**src/rtl/multicycle_control.sv**
```systemverilog
// Main control FSM for the multi-cycle MIPS core.
// Walks fetch/decode/execute/memory/writeback and stalls on mem_ready.
module multicycle_control #(
  parameter int          ST_W    = 4,
  parameter logic [5:0]  OP_ADDI = 6'b001000
) (
  input  logic            clk,
  input  logic            rst,
  input  logic [5:0]      opcode,
  input  logic [5:0]      funct,
  input  logic            zero,
  input  logic            mem_ready,
  output logic            pc_write,
  output logic            ir_write,
  output logic            iord,
  output logic            mem_read,
  output logic            mem_write,
  output logic [1:0]      mem_size,
  output logic            reg_write,
  output logic            reg_dst,
  output logic            mem_to_reg,
  output logic            alu_src_a,
  output logic [1:0]      alu_src_b,
  output logic [5:0]      alu_op,
  output logic [1:0]      pc_source,
  output logic            illegal,
  output logic [ST_W-1:0] state
);

  localparam logic [ST_W-1:0] S_FETCH  = ST_W'(0);
  localparam logic [ST_W-1:0] S_DECODE = ST_W'(1);
  localparam logic [ST_W-1:0] S_MEMADR = ST_W'(2);
  localparam logic [ST_W-1:0] S_MEMRD  = ST_W'(3);
  localparam logic [ST_W-1:0] S_MEMWB  = ST_W'(4);
  localparam logic [ST_W-1:0] S_MEMWR  = ST_W'(5);
  localparam logic [ST_W-1:0] S_EXEC   = ST_W'(6);
  localparam logic [ST_W-1:0] S_RWB    = ST_W'(7);
  localparam logic [ST_W-1:0] S_IEXEC  = ST_W'(8);
  localparam logic [ST_W-1:0] S_IWB    = ST_W'(9);
  localparam logic [ST_W-1:0] S_BRANCH = ST_W'(10);

  localparam logic [5:0] OP_BEQ = 6'b000100;
  localparam logic [5:0] OP_BNE = 6'b000101;

  logic [ST_W-1:0] state_q;
  logic [ST_W-1:0] state_d;
  logic            r_ok;
  logic            is_r;
  logic            is_mem;
  logic            is_imm;
  logic            is_br;
  logic [1:0]      size;

  assign state = state_q;

  always_comb begin
    r_ok = 1'b0;
    case (funct)
      6'b100000, 6'b100010, 6'b100100,
      6'b100101, 6'b101010, 6'b000000,
      6'b000010, 6'b000011, 6'b100110,
      6'b100111: r_ok = 1'b1;
      default:   r_ok = 1'b0;
    endcase
  end

  always_comb begin
    is_r   = 1'b0;
    is_mem = 1'b0;
    is_imm = 1'b0;
    is_br  = 1'b0;
    case (opcode)
      6'b000000: is_r = r_ok;
      6'b100010, 6'b100001, 6'b100000,
      6'b101010, 6'b101001, 6'b101000:
        is_mem = 1'b1;
      6'b001000, 6'b001100, 6'b001101,
      6'b001010, 6'b001110:
        is_imm = 1'b1;
      OP_BEQ, OP_BNE: is_br = 1'b1;
      default: ;
    endcase
  end

  // opcode[1:0] is 10 word, 01 half, 00 byte for every load/store
  always_comb begin
    case (opcode[1:0])
      2'b01:   size = 2'b01;
      2'b00:   size = 2'b10;
      default: size = 2'b00;
    endcase
  end

  always_ff @(posedge clk or posedge rst) begin
    if (rst) state_q <= S_FETCH;
    else     state_q <= state_d;
  end

  always_comb begin
    state_d = S_FETCH;
    case (state_q)
      S_FETCH:
        state_d = mem_ready ? S_DECODE : S_FETCH;
      S_DECODE: begin
        unique case (1'b1)
          is_r:    state_d = S_EXEC;
          is_mem:  state_d = S_MEMADR;
          is_imm:  state_d = S_IEXEC;
          is_br:   state_d = S_BRANCH;
          default: state_d = S_FETCH;
        endcase
      end
      S_MEMADR:
        state_d = opcode[3] ? S_MEMWR : S_MEMRD;
      S_MEMRD:
        state_d = mem_ready ? S_MEMWB : S_MEMRD;
      S_MEMWR:
        state_d = mem_ready ? S_FETCH : S_MEMWR;
      S_EXEC:  state_d = S_RWB;
      S_IEXEC: state_d = S_IWB;
      default: state_d = S_FETCH;
    endcase
  end

  always_comb begin
    pc_write   = 1'b0;
    ir_write   = 1'b0;
    iord       = 1'b0;
    mem_read   = 1'b0;
    mem_write  = 1'b0;
    mem_size   = 2'b00;
    reg_write  = 1'b0;
    reg_dst    = 1'b0;
    mem_to_reg = 1'b0;
    alu_src_a  = 1'b0;
    alu_src_b  = 2'b00;
    alu_op     = OP_ADDI;
    pc_source  = 2'b00;
    illegal    = 1'b0;
    case (state_q)
      S_FETCH: begin
        mem_read  = 1'b1;
        alu_src_b = 2'b01;
        ir_write  = mem_ready;
        pc_write  = mem_ready;
      end
      S_DECODE: begin
        alu_src_b = 2'b11;
        illegal   = ~(is_r | is_mem | is_imm | is_br);
      end
      S_MEMADR, S_IEXEC: begin
        alu_src_a = 1'b1;
        alu_src_b = 2'b10;
        alu_op    = opcode;
      end
      S_MEMRD: begin
        mem_read = 1'b1;
        iord     = 1'b1;
        mem_size = size;
      end
      S_MEMWR: begin
        mem_write = 1'b1;
        iord      = 1'b1;
        mem_size  = size;
      end
      S_MEMWB: begin
        reg_write  = 1'b1;
        mem_to_reg = 1'b1;
      end
      S_EXEC: begin
        alu_src_a = 1'b1;
        alu_op    = 6'b000000;
      end
      S_RWB: begin
        reg_write = 1'b1;
        reg_dst   = 1'b1;
      end
      S_IWB: reg_write = 1'b1;
      S_BRANCH: begin
        alu_src_a = 1'b1;
        alu_op    = opcode;
        pc_source = 2'b01;
        pc_write  = (opcode == OP_BEQ & zero) |
                    (opcode == OP_BNE & ~zero);
      end
      default: ;
    endcase
    // state already reads FETCH under reset; keep its strobes quiet
    if (rst) begin
      pc_write  = 1'b0;
      ir_write  = 1'b0;
      mem_read  = 1'b0;
      mem_write = 1'b0;
      reg_write = 1'b0;
      illegal   = 1'b0;
    end
  end

endmodule
```
**config.mk**
```make
export PLATFORM = sky130hd
export DESIGN_NAME = multicycle_control
export DESIGN_NICKNAME = d
export VERILOG_FILES = /design/src/rtl/multicycle_control.sv
export SDC_FILE = /design/constraint.sdc
export NUM_CORES = 1
export LEC_CHECK = 0
export BUFFER_PORTS_ARGS = -buffer_cell sky130_fd_sc_hd__buf_2
export CAP_MARGIN = 10
export CORE_MARGIN = 10
export CORE_UTILIZATION = 37
export DETAILED_ROUTE_END_ITERATION = 16
export PLACE_DENSITY_LB_ADDON = 0.08
export SYNTH_ARGS = -nofsm -noshare
export SYNTH_HDL_FRONTEND = slang
export SYNTH_SLANG_ARGS = --single-unit
```
**constraint.sdc**
```tcl
create_clock -name clk -period 1.15 [get_ports clk]
set_input_delay 0.115 -clock clk [delete_from_list [all_inputs] [get_ports clk]]
set_output_delay 0.115 -clock clk [all_outputs]
set_load 0.03 [all_outputs]
```
==> results of run 1 <==
[through the flow]
step | std cells | hold WS, ns | setup TNS [ns]
3_3_place_gp | 179 | 0.230 | -3.99
3_5_place_dp | 179 | 0.238 | -4.31
2_1_floorplan | 91 | -0.111 | -5.61
[kinds of logic after synthesis]
kind of cell / share of synthesized area
flops: 0.157
simple gates: 0.395
other cells: 0.00589
compound gates: 0.314
xor+xnor: 0.0275
buf+inv: 0.100
[synthesized netlist by cell type (2+ instances only)]
| cell type | number |
|---|---|
| nor2_1 | 9 |
| nand2_1 | 7 |
| inv_1 | 6 |
| nor3_1 | 6 |
| a21oi_1 | 5 |
| nand2b_1 | 5 |
| o21ai_0 | 5 |
| dfrtp_1 | 4 |
| and2_1 | 3 |
| buf_2 | 3 |
| buf_4 | 3 |
| nor2b_1 | 3 |
| a211o_1 | 2 |
| nand4_1 | 2 |
| nor4_1 | 2 |
| xor2_1 | 2 |
==> impl_metrics.yaml, run 1 <==
status:
  outcome: "aborted with a tool error"
  stop_stage: "clock tree synthesis"
  firstError: "[ERROR DPL-0038] Utilization greater than 100%, impossible to legalize"
place:
  portBuffers: 40
  placed_cell_area_um2: 1250
  place_ws_ns: -0.288
  dp_hpwl_um: 2200
  gp_congestion: 0.803
die:
  die_h_um: 61.5
  num_rows: 14
  die_x_um: 61.5
  io_pins: 42
  initial_core_util: 0.409
synth:
  yosysTopAreaCellShare: 0.157
  async_reset_ff_frac: 1.00
  synth_nets: 107
  synth.avg_cell_area_um2: 7.00
  synth_warnings: 0
  netlist_area_um2: 637
  ys_seq_area_frac: 0.157
  synth_edf_count: 0
  syn_inst: 91
  synthTopCellsByArea: "dfrtp_1 (16%), nor2_1 (5.3%), nand2b_1 (4.9%)"
  ys.flop_type: "dfrtp_1"
  synth_cell_types: 40
  yosysTopAreaCell: "dfrtp_1"
  synth-seq-cells: 4
cts:
  clk_path_buf_depth: 2
  htree_num_levels: 1
  hold_buffers: 1
  cts_root_buf: "clkbuf_4"
  cts_buffers: 3
  post_cts_buffers: 9
  cts_resized: 74
  clock-sinks: 4
==> run 2, diff against run 1 <==
Settings changed: CORE_AREA from default to 10 10 71 73, CORE_MARGIN 10 to default, CORE_UTILIZATION 37 to default, DIE_AREA from default to 0 0 81 83, PLACE_DENSITY_LB_ADDON 0.08 to 0.15.
Clock period 1.15 ns to 1.5 ns, I/O delays scaled along.
==> impl_metrics.yaml, run 2 <==
synth:
  synth_nets: 107
  synth-seq-cells: 4
  synth_warnings: 0
  synth_cell_types: 40
  ys_seq_area_frac: 0.157
  synth_most_common_cell: "nor2_1"
  ys.flop_type: "dfrtp_1"
  yosysTopAreaCell: "dfrtp_1"
  syn_inst: 91
  synth_edf_count: 0
  synthTopCellsByArea: "dfrtp_1 (16%), nor2_1 (5.3%), nand2b_1 (4.9%)"
  synth.avg_cell_area_um2: 7.00
  async_reset_ff_frac: 1.00
  yosysTopAreaCellShare: 0.157
  synthTopCellsByCount: "nor2_1 (9), nand2_1 (7), inv_1 (6), nor3_1 (6)"
  netlist_area_um2: 637
power_and_ir_drop:
  ir_worst_vdd_mv: 0.981
  power.total_w: 0.00202
  p_leak_nw: 0.694
  cellPowerDensity_nw_per_um2: 1330
sta:
  worst_slack_ns: -0.0879
  rsz0062_at_grt: "true"
  report.final.slew_viol_count: 0
  setup-violations-final: 15
  max_freq_mhz: 630
  skew_ns: 0.00407
  finalHoldViolations: 0
  min_period_over_period: 1.06
  period_needed_ns: 1.59
  whs_ns: 0.274
place:
  gp_congestion: 0.731
  portBuffers: 40
  dp_hpwl_um: 2270
global_route:
  grt.overflow.total: 0
  grt_pass1_vias: 965
  grt_max_degree: 9
  antenna_found_initial: 0
  grt_first_pass_wirelength_um: 4760
  grt_use_total: 0.0863
routing:
  viasPerCell: 4.46
  wl_um: 2930
  drc_errors: 0
  drtIter0Drc: 30
  wl_per_cell_um: 13.9
  dr.pass1.iters: 4
  drtAntennaViolNets: 0
  vias: 942
die:
  initial_core_util: 0.175
  die_h_um: 83
  dieArea_um2: 6720
  core_um2: 3630
  die_x_um: 81
  num_rows: 22
  io_pins: 42
finish:
  final_cell_mix: "buf_4 (29), buf_2 (23), buf_6 (18)"
  n_antenna_cell: 0
  final_common_cell: "buf_4"
  syn_to_final_growth_pct: 138
  fin_nets: 181
  drive_gt1_frac: 0.718
  largest_reg_flops: 4
cts:
  cts_buffers: 3
  clk_path_buf_depth: 2
  cts_tree: "yes"
  cts_root_buf: "clkbuf_8"
  clkSlewWorstSetupHoldPaths_ns: 0.03
  clock-sinks: 4
  htree_num_levels: 1
  clkLatencyLatePin_ns: 0.21
critical_path:
  worstReg2RegEnd: "state[2]"
  cp_slowest_cell: "dfrtp_2"
  crit_buf_inv: 1
  startpoint_type: "flop"
  critPathMaxStageDelay_ns: 0.46
  crit_path_max_fanout: 7
  path_cells: "nand2b_4 -> nor2_4 -> nand4_1 -> a21oi_4 -> buf_6"
  worst-endpoint-arrival_ns: 1.44
  worstSetupEndpoint: "pc_write"
  r2r_slack_ns: -0.07
  crit_cells: 5
  critPathKind: "flop to output pin"
  required_ns: 1.35
  ff2ff_path_depth: 8
  path_delay_family: "flip-flops"
  crit_path_end_kind: "output pin"
  crit_start: "state[2]"
  r2r-start: "state[0]"
min_path:
  min_path_type: "input port to flop"
status:
  outcome: "finished with violations"
  violations: "negative setup slack"
run:
  cap_violations: 0
==> run 2: cell counts after synthesis <==
No cell type changed its count.
==> run 2: cell type report <==
cell class | count | area, um2
clock buffers | 3 | 41.3
fillers | 380 | 2120
inverters | 7 | 28.8
multi-input cells | 74 | 683
flip-flops and latches | 4 | 105
well taps | 48 | 60.1
repair buffers | 75 | 596
==> run 2: worst min path at each step <==
stage | endpoint | cells after the start | start
3_3_place_gp | state[2] | 2 | rst
2_1_floorplan | state[0] | 1 | rst
6_report | state[1] | 4 | funct[4]
4_1_cts | state[1] | 4 | funct[4]
3_5_place_dp | state[0] | 2 | rst
5_1_grt | state[1] | 4 | funct[4]
==> run 2: kinds of logic after synthesis <==
group / Yosys count / synth area share
flops: 4 / 0.157
xor+xnor: 2 / 0.0275
other cells: 1 / 0.00589
simple gates: 45 / 0.395
buf+inv: 13 / 0.100
compound gates: 26 / 0.314
==> run 2: through the flow <==
| step | util | cells | setup WS [ns] | area (um2) | setup TNS, ns |
|---|---|---|---|---|---|
| 6_report | 0.417 | 211 | -0.0879 | 1510 | -0.724 |
| 5_1_grt | 0.417 | 211 | -0.184 | 1510 | -1.87 |
| 4_1_cts | 0.372 | 204 | -0.143 | 1350 | -1.32 |
| 3_5_place_dp | 0.316 | 193 | -0.0147 | 1150 | -0.0147 |
| 3_3_place_gp | 0.316 | 193 | -0.0217 | 1150 | -0.0217 |
| 2_1_floorplan | - | 91 | -0.165 | 769 | -0.348 |
==> run 2: routing by layer <==
| layer | vias to the layer above | part of all wire | GRT usage |
|---|---|---|---|
| li1 | 469 | - | - |
| met1 | 436 | 0.42 | 0.107 |
| met2 | 33 | 0.48 | 0.135 |
| met3 | 4 | 0.092 | 0.0356 |
| met4 | 0 | 0.0092 | 0.0188 |
| met5 | - | 0 | 0 |
==> run 2: where the power goes <==
group | internal, W | switching, W
clock network | 0.000171 | 0.0000544
logic | 0.000743 | 0.000832
registers | 0.000140 | 0.0000751
==> run 2: worst reg2reg max path, stage by stage, from the launching register on <==
cell       delay [ns]
dfrtp_2          0.47
inv_2            0.10
buf_4            0.14
buf_4            0.12
buf_4            0.12
buf_4            0.12
o2bb2ai_1        0.11
a22oi_1          0.18
o21ai_1          0.09
==> run 2: repair_timing <==
action / in CTS / in global routing
setup endpoints to repair: 18 / 22
buffers inserted: 7 / 7
pin swaps: 4 / 7
endpoints found under the hold margin: 4 / 0
hold buffers: 1 / 0
gates resized for setup: 33 / 31
Power figures use the tool's default switching activity.
==> run 3, diff against run 2 <==
Settings changed: SETUP_SLACK_MARGIN from default to 0.5.
==> impl_metrics.yaml, run 3 (synthesis results as in run 2) <==
die:
  num_rows: 22
  initial_core_util: 0.175
  die_h_um: 83
  die_x_um: 81
  io_pins: 42
  core_um2: 3630
  dieArea_um2: 6720
sta:
  finalHoldViolations: 0
  max_freq_mhz: 623
  period_needed_ns: 1.60
  setup-violations-final: 13
  skew_ns: 0.000853
  whs_ns: 0.288
  rsz0062_at_grt: "true"
  report.final.slew_viol_count: 0
  min_period_over_period: 1.07
  worst_slack_ns: -0.104
critical_path:
  critPathKind: "flop to output pin"
  crit_path_max_fanout: 5
  critPathMaxStageDelay_ns: 0.42
  crit_buf_inv: 2
  worst_path_most_repeated_cell: "buf_6"
  startpoint_type: "flop"
  required_ns: 1.35
  crit_path_end_kind: "output pin"
  path_delay_family: "flip-flops"
  cp_slowest_cell: "dfrtp_2"
  path_cells: "buf_6 -> nand2b_4 -> nor2_4 -> nand4_1 -> a21oi_4 -> buf_6"
  worst-endpoint-arrival_ns: 1.45
global_route:
  antenna_found_initial: 0
  grt_max_degree: 9
  grt_first_pass_wirelength_um: 5140
  grt_use_total: 0.0897
  grt.overflow.total: 0
  grt_pass1_vias: 1064
cts:
  clkSlewWorstSetupHoldPaths_ns: 0.03
  cts_tree: "yes"
  cts_buffers: 3
  clock-sinks: 4
  clkLatencyLatePin_ns: 0.21
  htree_num_levels: 1
  clk_path_buf_depth: 2
  cts_root_buf: "clkbuf_8"
routing:
  wl_per_cell_um: 15.2
  drc_errors: 0
  vias: 999
  dr.pass1.iters: 4
  viasPerCell: 4.56
  drtAntennaViolNets: 0
  wl_um: 3330
  drtIter0Drc: 62
place:
  gp_congestion: 0.769
  dp_hpwl_um: 2390
  place_ws_ns: -0.00740
  portBuffers: 40
run:
  cap_violations: 0
power_and_ir_drop:
  p_leak_nw: 0.752
  cellPowerDensity_nw_per_um2: 1320
  ir_worst_vdd_mv: 1.01
finish:
  largest_reg_flops: 4
  syn_to_final_growth_pct: 167
  fin_nets: 189
  utilization: 0.468
  n_antenna_cell: 0
  final_cell_mix: "buf_6 (33), buf_4 (33), buf_2 (15)"
  drive_gt1_frac: 0.807
  fillerInstances: 368
min_path:
  min_path_type: "input port to flop"
status:
  violations: "negative setup slack"
  outcome: "finished with violations"
## run 3: final timing paths
kind | slack [ns] | depth (start not counted) | end | from
max in group asynchronous | 0.78 | 3 | state[1] | rst
max reg2reg | 0.14 | 5 | state[1] | state[2]
min reg2reg | 0.66 | 1 | state[0] | state[0]
min | 0.29 | 4 | state[2] | funct[4]
max | -0.10 | 6 | pc_write | state[3]
min in group asynchronous | 0.54 | 3 | state[0] | rst
## run 3: routing by layer
metal  vias up  global-route usage  routed length [um]
met3         4              0.0259                 199
met2        29               0.138                1630
met5         -                   0                   0
met4         0              0.0203                  42
met1       478               0.119                1460
li1        488                   -                   -
## run 3: worst reg2reg max path, cell delays in order (launching register included)
cell and delay [ns]:
dfrtp_2 0.47, buf_6 0.16, nor2b_4 0.14, o22ai_4 0.09, a221oi_2 0.27, a21oi_2 0.09
## run 3: area by class of cell
class	instances	area (um2)	share of cell area
repair buffers	83	719	0.423
clock buffers	3	41.3	0.0243
inverters	7	36.3	0.0213
multi-input cells	74	739	0.435
well taps	48	60.1	0.0353
flip-flops and latches	4	105	0.0618
## run 3: stage by stage
stage	std cells	area [um2]	TNS [ns]	total power (W)
2_1_floorplan	91	795	-0.185	0.000982
3_3_place_gp	201	1210	-0.00609	0.00142
3_5_place_dp	201	1210	-0.00740	0.00142
4_1_cts	212	1530	-0.586	0.00199
5_1_grt	219	1700	-1.57	0.00238
6_report	219	1700	-0.715	0.00224
## run 3: timing repair
action                                  in CTS  in global routing
gates resized for setup                     68                 31
endpoints found under the hold margin        4                  0
pin swaps                                    8                 15
hold buffers                                 1                  0
setup buffers                                7                  7
endpoints found under the setup margin      29                 29
## run 3: where the power goes
| group | switching (W) | internal (W) |
|---|---|---|
| clock | 0.0000532 | 0.000171 |
| sequential | 0.0000728 | 0.000140 |
| combinational | 0.000918 | 0.000884 |
==> run 4, diff against run 3 <==
Settings changed: REMOVE_ABC_BUFFERS from default to 1.
==> impl_metrics.yaml, run 4 (synthesis results as in run 2) <==
die:
  num_rows: 22
  die_h_um: 83
  dieArea_um2: 6720
  core_um2: 3630
  die_x_um: 81
  initial_core_util: 0.175
  io_pins: 42
routing:
  wl_um: 3330
  dr.pass1.iters: 3
  vias: 973
  drc_errors: 0
  drtAntennaViolNets: 0
  drtIter0Drc: 29
  viasPerCell: 4.44
  wl_per_cell_um: 15.2
cts:
  cts_buffers: 3
  htree_num_levels: 1
  clkLatencyLatePin_ns: 0.22
  cts_root_buf: "clkbuf_8"
  cts_tree: "yes"
  clock-sinks: 4
  clk_path_buf_depth: 2
  clkSlewWorstSetupHoldPaths_ns: 0.03
global_route:
  grt_max_degree: 8
  grt.overflow.total: 0
  grt_first_pass_wirelength_um: 4910
  grt_pass1_vias: 1043
  antenna_found_initial: 0
  grt_use_total: 0.0880
power_and_ir_drop:
  cellPowerDensity_nw_per_um2: 1320
  ir_worst_vdd_mv: 0.822
  pwr-share-clk: 0.101
  switchingPower_w: 0.00105
  p_comb_frac: 0.805
  switching_share: 0.466
  p_seq_frac: 0.094
  p_leak_nw: 0.769
  p_int_w: 0.00120
critical_path:
  startpoint_type: "flop"
  worst-endpoint-arrival_ns: 1.47
  required_ns: 1.35
  ff2ff_path_depth: 7
  crit_path_end_kind: "output pin"
  crit_path_max_fanout: 7
  critPathKind: "flop to output pin"
sta:
  min_period_over_period: 1.08
  worst_slack_ns: -0.119
  fin_setup_tns_ns: -0.937
  period_needed_ns: 1.62
  setup-violations-final: 15
  skew_ns: 0.000271
  relSlewSlack: 0.614
  worst_slew_pin_slew_ns: 0.578
  rsz0062_at_grt: "true"
  report.final.slew_viol_count: 0
  finalHoldViolations: 0
  max_freq_mhz: 618
finish:
  fin_nets: 189
  syn_to_final_growth_pct: 166
  final_common_cell: "buf_6"
  drive_gt1_frac: 0.784
  largest_reg_flops: 4
  fin_area_um2: 1690
  final_cell_mix: "buf_6 (35), buf_4 (32), buf_2 (15)"
  fin_cells: 219
  utilization: 0.466
  n_antenna_cell: 0
place:
  gp_congestion: 0.807
  placed_cell_area_um2: 1020
  place_ws_ns: -0.0373
  portBuffers: 40
  dp_hpwl_um: 2140
  dpl.cell_count: 195
run:
  cap_violations: 0
status:
  violations: "negative setup slack"
  outcome: "finished with violations"
min_path:
  hold_depth: 4
  min_path_type: "input port to flop"
==> run 4: cell count changes in the layout (fill, tap and decap cells not counted), moves of 2 or more <==
| cell | change |
|---|---|
| a21oi_1 | +2 |
| and2_4 | -2 |
| buf_6 | +2 |
| nor2_1 | +2 |
| nor2_4 | -3 |
| nor4_2 | -2 |
| nor4_4 | +2 |
==> run 4: through the flow <==
step                hold WS, ns  power (W)
floorplan               -0.0786   0.000780
global placement          0.109    0.00123
detailed placement        0.108    0.00122
CTS                       0.275    0.00189
global route              0.316    0.00239
finish                    0.272    0.00224
==> run 4: critical path, stage by stage, from the launching register on <==
cell	delay, ns
dfrtp_2	0.47
nand2b_4	0.20
buf_6	0.13
o22a_1	0.18
nor2_1	0.10
buf_4	0.17
==> run 4: layer usage <==
metal	GRT usage	wire length, um	up-vias
li1	-	-	486
met1	0.104	1330	449
met2	0.135	1650	34
met3	0.0399	301	4
met4	0.0313	47	0
met5	0	0	-
==> run 4: path summary, 6_finish.rpt <==
| check | from | end | slack (ns) |
|---|---|---|---|
| setup / recovery | state[1] | reg_write | -0.12 |
| hold / removal | funct[4] | state[2] | 0.27 |
| setup reg to reg | state[1] | state[0] | 0.02 |
| hold reg to reg | state[3] | state[2] | 0.74 |
| max in group asynchronous | rst | state[1] | 0.78 |
| min in group asynchronous | rst | state[2] | 0.51 |
==> run 4: repair_timing <==
| action | in CTS | in global routing |
|---|---|---|
| pin swaps | 22 | 21 |
| resized for setup | 79 | 45 |
| endpoints found under the hold margin | 4 | 0 |
| endpoints found under the setup margin | 29 | 29 |
| setup buffers | 9 | 10 |
| cloned | 1 | 0 |
| hold buffers | 1 | 0 |
==> run 4: area by class of cell <==
class                           instances  area (um2)
Fill cell                             353        1940
Multi-Input combinational cell         74         733
Sequential cell                         4         104
Tap cell                               48        60.1
Timing Repair Buffer                   83         719
Clock buffer                            3        41.3
Inverter                                7        36.3
==> run 4: power by group through the flow <==
stage / clock (W) / sequential [W] / combinational [W]
floorplan: 0 / 0.000262 / 0.000518
global placement: 0 / 0.000181 / 0.00105
detailed placement: 0 / 0.000180 / 0.00104
CTS: 0.000230 / 0.000204 / 0.00145
global route: 0.000243 / 0.000218 / 0.00193
finish: 0.000226 / 0.000212 / 0.00181
